File: src/rtl/bitmap_coord_if.sv
// bitmap_coord_if: control/sink/address-stage signals of the raster coordinate generator
// BITMAP_COORD_GEN_MIRROR_EN adds the per-scan mirror request.
interface bitmap_coord_if #(parameter int CORDW = 16);
  logic             start;
  logic [CORDW-1:0] x0;
  logic [CORDW-1:0] y0;
  logic [CORDW-1:0] w;
  logic [CORDW-1:0] h;
`ifdef BITMAP_COORD_GEN_MIRROR_EN
  logic             mirror;
`endif
  logic             ready;
  logic [CORDW-1:0] x;
  logic [CORDW-1:0] y;
  logic             coord_vld;
  logic             pix_vld;
  logic             pix_last;
  logic             busy;
  logic             done;
  modport master (
    output start, x0, y0, w, h, ready,
`ifdef BITMAP_COORD_GEN_MIRROR_EN
    output mirror,
`endif
    input  x, y, coord_vld, pix_vld, pix_last, busy, done
  );
  modport slave (
    input  start, x0, y0, w, h, ready,
`ifdef BITMAP_COORD_GEN_MIRROR_EN
    input  mirror,
`endif
    output x, y, coord_vld, pix_vld, pix_last, busy, done
  );
endinterface

File: src/rtl/bitmap_coord_gen.sv
// bitmap_coord_gen: row-major w x h raster walk with LAT-delayed valid/last for the address stage
// BITMAP_COORD_GEN_MIRROR_EN enables descending-x rows selected by the mirror input.
module bitmap_coord_gen #(
  parameter int CORDW = 16,
  parameter int LAT   = 3
) (
  input logic           clk,
  input logic           rst_n,
  bitmap_coord_if.slave bus
);
  localparam logic [CORDW-1:0] ONE = CORDW'(1);
  typedef enum logic [1:0] {IDLE, RUN, DRAIN, FIN} state_t;
  state_t           state, state_n;
  logic [CORDW-1:0] bx, by, bw, bh, cx, cy, cx_n, cy_n, xoff_0, xoff_n;
  logic [LAT-1:0]   vld_dl, last_dl;
  logic             accept, empty, row_end, is_last, adv;
`ifdef BITMAP_COORD_GEN_MIRROR_EN
  logic             mir;
  assign xoff_0 = bus.mirror ? bus.w - ONE : '0;
  assign xoff_n = mir ? bw - ONE - cx_n : cx_n;
`else
  assign xoff_0 = '0;
  assign xoff_n = cx_n;
`endif
  assign bus.busy      = state == RUN || state == DRAIN;
  assign bus.done      = state == FIN;
  assign bus.coord_vld = adv;
  assign bus.pix_vld   = vld_dl[LAT-1];
  assign bus.pix_last  = last_dl[LAT-1];
  assign accept  = bus.start && !bus.busy;
  assign empty   = bus.w == '0 || bus.h == '0;
  assign adv     = state == RUN && bus.ready;
  assign row_end = cx == bw - ONE;
  assign is_last = row_end && cy == bh - ONE;
  assign cx_n    = row_end ? '0 : cx + ONE;
  assign cy_n    = row_end ? cy + ONE : cy;
  always_comb begin
    state_n = state;
    if (accept) state_n = empty ? FIN : RUN;
    else if (adv && is_last) state_n = DRAIN;
    else if (state == DRAIN && bus.pix_last) state_n = FIN;
    else if (state == FIN) state_n = IDLE;
  end
  always_ff @(posedge clk) begin
    if (!rst_n) begin
      state   <= IDLE;
      bx      <= '0;
      by      <= '0;
      bw      <= '0;
      bh      <= '0;
      cx      <= '0;
      cy      <= '0;
      bus.x   <= '0;
      bus.y   <= '0;
      vld_dl  <= '0;
      last_dl <= '0;
`ifdef BITMAP_COORD_GEN_MIRROR_EN
      mir     <= 1'b0;
`endif
    end else begin
      state      <= state_n;
      vld_dl[0]  <= adv;
      last_dl[0] <= adv && is_last;
      for (int i = 1; i < LAT; i++) begin
        vld_dl[i]  <= vld_dl[i-1];
        last_dl[i] <= last_dl[i-1];
      end
      if (accept) begin
        bx    <= bus.x0;
        by    <= bus.y0;
        bw    <= bus.w;
        bh    <= bus.h;
        cx    <= '0;
        cy    <= '0;
        bus.x <= bus.x0 + xoff_0;
        bus.y <= bus.y0;
`ifdef BITMAP_COORD_GEN_MIRROR_EN
        mir   <= bus.mirror;
`endif
      end else if (adv && !is_last) begin
        cx    <= cx_n;
        cy    <= cy_n;
        bus.x <= bx + xoff_n;
        bus.y <= by + cy_n;
      end
    end
  end
endmodule

File: src/flat_wrapper.sv
// flat-port wrapper written by rule: the top's interface ports become plain ports
module bitmap_coord_gen_flat 
#(
  parameter int CORDW = 16,
  parameter int LAT   = 3
)
  (clk, rst_n, bus_start, bus_x0, bus_y0, bus_w, bus_h, bus_ready, bus_x, bus_y, bus_coord_vld, bus_pix_vld, bus_pix_last, bus_busy, bus_done);
  bitmap_coord_if #(.CORDW(CORDW)) bus_i ();
  input logic clk;
  input logic rst_n;
  input wire logic [$bits(bus_i.start)-1:0] bus_start;
  input wire logic [$bits(bus_i.x0)-1:0] bus_x0;
  input wire logic [$bits(bus_i.y0)-1:0] bus_y0;
  input wire logic [$bits(bus_i.w)-1:0] bus_w;
  input wire logic [$bits(bus_i.h)-1:0] bus_h;
  input wire logic [$bits(bus_i.ready)-1:0] bus_ready;
  output wire logic [$bits(bus_i.x)-1:0] bus_x;
  output wire logic [$bits(bus_i.y)-1:0] bus_y;
  output wire logic [$bits(bus_i.coord_vld)-1:0] bus_coord_vld;
  output wire logic [$bits(bus_i.pix_vld)-1:0] bus_pix_vld;
  output wire logic [$bits(bus_i.pix_last)-1:0] bus_pix_last;
  output wire logic [$bits(bus_i.busy)-1:0] bus_busy;
  output wire logic [$bits(bus_i.done)-1:0] bus_done;
  assign bus_i.start = bus_start;
  assign bus_i.x0 = bus_x0;
  assign bus_i.y0 = bus_y0;
  assign bus_i.w = bus_w;
  assign bus_i.h = bus_h;
  assign bus_i.ready = bus_ready;
  assign bus_x = bus_i.x;
  assign bus_y = bus_i.y;
  assign bus_coord_vld = bus_i.coord_vld;
  assign bus_pix_vld = bus_i.pix_vld;
  assign bus_pix_last = bus_i.pix_last;
  assign bus_busy = bus_i.busy;
  assign bus_done = bus_i.done;
  bitmap_coord_gen #(.CORDW(CORDW), .LAT(LAT)) u_core (.clk(clk), .rst_n(rst_n), .bus(bus_i));
endmodule
File: config.mk
export PLATFORM = sky130hd
export DESIGN_NAME = bitmap_coord_gen_flat
export DESIGN_NICKNAME = d
export VERILOG_FILES = /design/src/rtl/bitmap_coord_if.sv /design/src/rtl/bitmap_coord_gen.sv /design/src/flat_wrapper.sv
export SDC_FILE = /design/constraint.sdc
export NUM_CORES = 1
export LEC_CHECK = 0
export CORE_ASPECT_RATIO = 2
export CORE_MARGIN = 8
export CORE_UTILIZATION = 61
export CTS_CLUSTER_DIAMETER = 200
export CTS_CLUSTER_SIZE = 25
export DETAILED_ROUTE_END_ITERATION = 6
export MAX_ROUTING_LAYER = met4
export PLACE_DENSITY = 0.85
export SLEW_MARGIN = 30
export SYNTH_ARGS = -nofsm -noshare
export SYNTH_HDL_FRONTEND = slang
export SYNTH_SLANG_ARGS = --single-unit
File: constraint.sdc
create_clock -name clk -period 9.4 [get_ports clk]
set_input_delay 1.41 -clock clk [delete_from_list [all_inputs] [get_ports clk]]
set_output_delay 1.41 -clock clk [all_outputs]
set_load 0.02 [all_outputs]
==> metrics.md <==
| Metric | Value |
|---|---|
| CTS resizes | `0` |
| Routed WL | `23850 um` |
| CP peak stage delay | `0.61 ns` |
| Synthesized cell area | `8623 um2` |
| WL met2 | `12170 um` |
| Yosys top cell by area | `dfxtp_1` |
| Row cnt | `61` |
| Antenna-violating nets left | `0` |
| IO buf count | `104` |
| Routed metal-1 wire length | `9637 um` |
| Final Setup Violations | `0` |
| Hold-fix buffers at CTS | `0` |
| Most frequent CP cell | `ha_1` |
| H-tree levels | `4` |
| Relative slew slack | `0.3775` |
| Routed wire per std cell | `17.48 um` |
| CTS tree | `built` |
| Worst path cell trace | `inv_1 -> ha_1 -> or4b_1 -> nor4_2 -> o2111ai_1 -> a2111oi_0 -> and3_1 -> buf_4 -> and2_1 -> xnor2_1 -> ha_1 -> nand2_1 -> o21ai_0 -> o41a_1 -> a41o_1 -> o41ai_1 -> o22ai_1 -> xnor3_1 -> o221ai_1` |
| Final core utilization | `0.7391` |
| Yosys warnings | `0` |
| CP max-delay cell | `o41ai_1` |
| Initial antenna violation count | `0` |
| Synth top cells by count | `204 x nand2_1, 136 x dfxtp_1, 80 x nor2_1, 66 x a21boi_0, 58 x a21oi_1` |
| Num CTS Buffers | `17` |
| Starting Density | `0.6208` |
| Reg2reg start | `u_core.bw[0]` |
| WP buf/inv | `2` |
| R2R setup slack | `3.36 ns` |
| PwrDens | `176.4 nW/um2` |
| Vias in the first global route | `8193` |
| Clock slew at reported path FFs | `0.06 ns` |
| Clock latency on the worst-skew pair | `0.43 ns` |
| Peak VDD IR | `172.0 uV` |
| Final Non-Filler Cells | `1364` |
| Crit path kind | `reg2reg` |
| First-pass GRT wire length | `39250 um` |
| Placement Cell Area | `9624 um2` |
| Max FO, Critical Path | `47` |
| Async SR Flop Fraction | `0` |
| Yosys reg bits | `136` |
| Via density | `6.098` |
| Number of DRC markers in iteration 0 | `593` |
| Reg2reg end | `u_core.bus.y[15]` |
| All-Layer GR Usage | `0.2700` |
| Hold WC Path Type | `reg2reg` |
| Syn Nets | `1217` |
| Part of the Yosys area used for sequential elements | `0.3157` |
| F_max | `165.7 MHz` |
| Fin. Hold Viols | `0` |
| Synth area leaders | `dfxtp_1 32%, nand2_1 8.9%, a21boi_0 5.7%` |
| Final period utilization | `0.6421` |
| Pins Over Slew Limit | `0` |
| Layout overhead on the synthesized area | `19.07%` |
| Synth Flop Type | `dfxtp_1` |
| DR WL met3 | `1336 um` |
| Max-Cap Viols | `0` |
| Top Layer Used | `met4` |
| Max Root-Sink Buffers | `2` |
| Worst EP required | `9.74 ns` |
| Nets@finish | `1269` |
| RSZ-0062 raised after global routing | `false` |
| Clock skew | `0.009260 ns` |
| Worst hold path depth | `1` |
| Die Span Y | `184.1 um` |
| Post-CTS setup buffers | `0` |
| Placed instance count | `1332` |
| Post-Syn Instances | `1110` |
| Post-synth top area share | `0.3157` |
| Final instance area | `10270 um2` |
| Hold WS | `0.4375 ns` |
| Minimum clock period | `6.036 ns` |
| Core area | `13890 um2` |
| Post-synth EDFFs | `0` |
| Largest net degree at the start of global routing | `110` |
| WP data arrival | `6.38 ns` |
| DR pass1 iterations | `5` |
| Vias | `8317` |
| CP Capture Type | `register` |
| DRC Markers | `0` |
| Total Die Area | `18430 um2` |
| Least-Margin Pin Slew | `0.9337 ns` |
| Type of origin of the critical path | `register` |
| Worst path top cell family by delay | `compound AO/OA/AOI/OAI gates` |
| Mean Syn Cell Area | `7.769 um2` |
| Gpl congestion | `0.9128` |
| Leakage | `0.003948 uW` |
| DIE WIDTH | `100.1 um` |
| Clock Tree Root | `clkbuf_16` |
| Post-detail-place hpwl | `16000 um` |
| Num ports | `105` |
| Most frequent cell after synthesis | `nand2_1` |
| Sink Count | `136` |
| Hold Path Origin | `u_core.last_dl[0]` |
| Synth cell types | `72` |
| Layout cell share with drive strength beyond 1 | `0.05277` |
| N_diodes | `0` |
| Setup TNS | `0 ns` |
| Status | `finished, final reports clean` |
| WHS Endpoint | `u_core.last_dl[1]` |
| Overflow after GRT | `0` |
| Depth of the most critical reg-to-reg path | `19` |
-- metal layers --
metal | vias up | global-route usage
li1 | 4032 | -
met5 | - | -
met3 | 65 | 0.05329
met2 | 347 | 0.4553
met4 | 0 | 0.1238
met1 | 3873 | 0.2982
-- state kept, by name, indices dropped and copies added, names as in the netlist --
register        cells
u_core.bw          16
u_core.cy          16
u_core.bus.x       16
u_core.by          16
u_core.bus.y       16
u_core.cx          16
u_core.bx          16
u_core.last_dl      3
u_core.state        2
u_core.vld_dl       3
u_core.bh          16
-- cell families (layout without fill, tap and decap cells) --
logic type | after synthesis | in the layout | synth area share
xor+xnor | 88 | 88 | 0.09257
simple gates | 459 | 459 | 0.2535
fa+ha+maj | 39 | 39 | 0.05833
mux | 11 | 11 | 0.01306
buf+inv | 102 | 167 | 0.05136
compound gates | 275 | 275 | 0.2155
flops | 136 | 136 | 0.3157
-- how the worst max path moves through the flow --
stage	start	end	slack (ns)	cells past startpoint
after floorplan	u_core.bw[0]	u_core.bus.y[15]	4.30	19
after global placement	u_core.bw[0]	u_core.bus.y[15]	3.64	19
after detailed placement	u_core.bw[0]	u_core.bus.y[15]	3.48	19
after CTS	u_core.bw[0]	u_core.bus.y[15]	3.42	19
after global routing	u_core.bw[0]	u_core.bus.y[15]	2.97	19
final	u_core.bw[0]	u_core.bus.y[15]	3.36	19
-- final cells by class --
type | count | area [um2]
Sequential cell | 136 | 2723
Multi-Input combinational cell | 872 | 5493
Clock inverter | 11 | 170.2
Tap cell | 189 | 236.5
Clock buffer | 21 | 470.5
Inverter | 25 | 93.84
Timing Repair Buffer | 110 | 1081
Fill cell | 1141 | 3623
-- per-stage QoR --
stage / setup slack (ns) / power [uW]
global placement: 3.635 / 1075
CTS: 3.422 / 1812
floorplan: 4.300 / 944.6
finish: 3.364 / 1811
detailed placement: 3.485 / 1085
global route: 2.974 / 1881
-- layout by cell type (no fill, tap or decap), drive strengths merged, types with 4 or more instances in the layout --
cell	instances
a2111oi	4
a211o	4
a21boi	66
a21oi	58
a31o	7
a31oi	23
and2	9
and3	13
and4	7
buf	7
bufinv	4
clkbuf	21
clkdlybuf4s50	103
clkinv	4
dfxtp	136
ha	37
inv	25
mux2i	9
nand2	204
nand2b	9
nand3	20
nand3b	4
nand4	18
nor2	80
nor2b	5
nor3	41
nor4	14
o211ai	11
o21a	9
o21ai	48
o31ai	9
or3	14
or4	9
or4b	4
xnor2	55
xor2	31
-- power breakdown --
part	internal, uW	leakage, uW	switching, uW
Sequential	623	0.00111	42.1
Clock	465	0.000305	265
Combinational	176	0.00253	239
(Power assumes the default switching activity.)
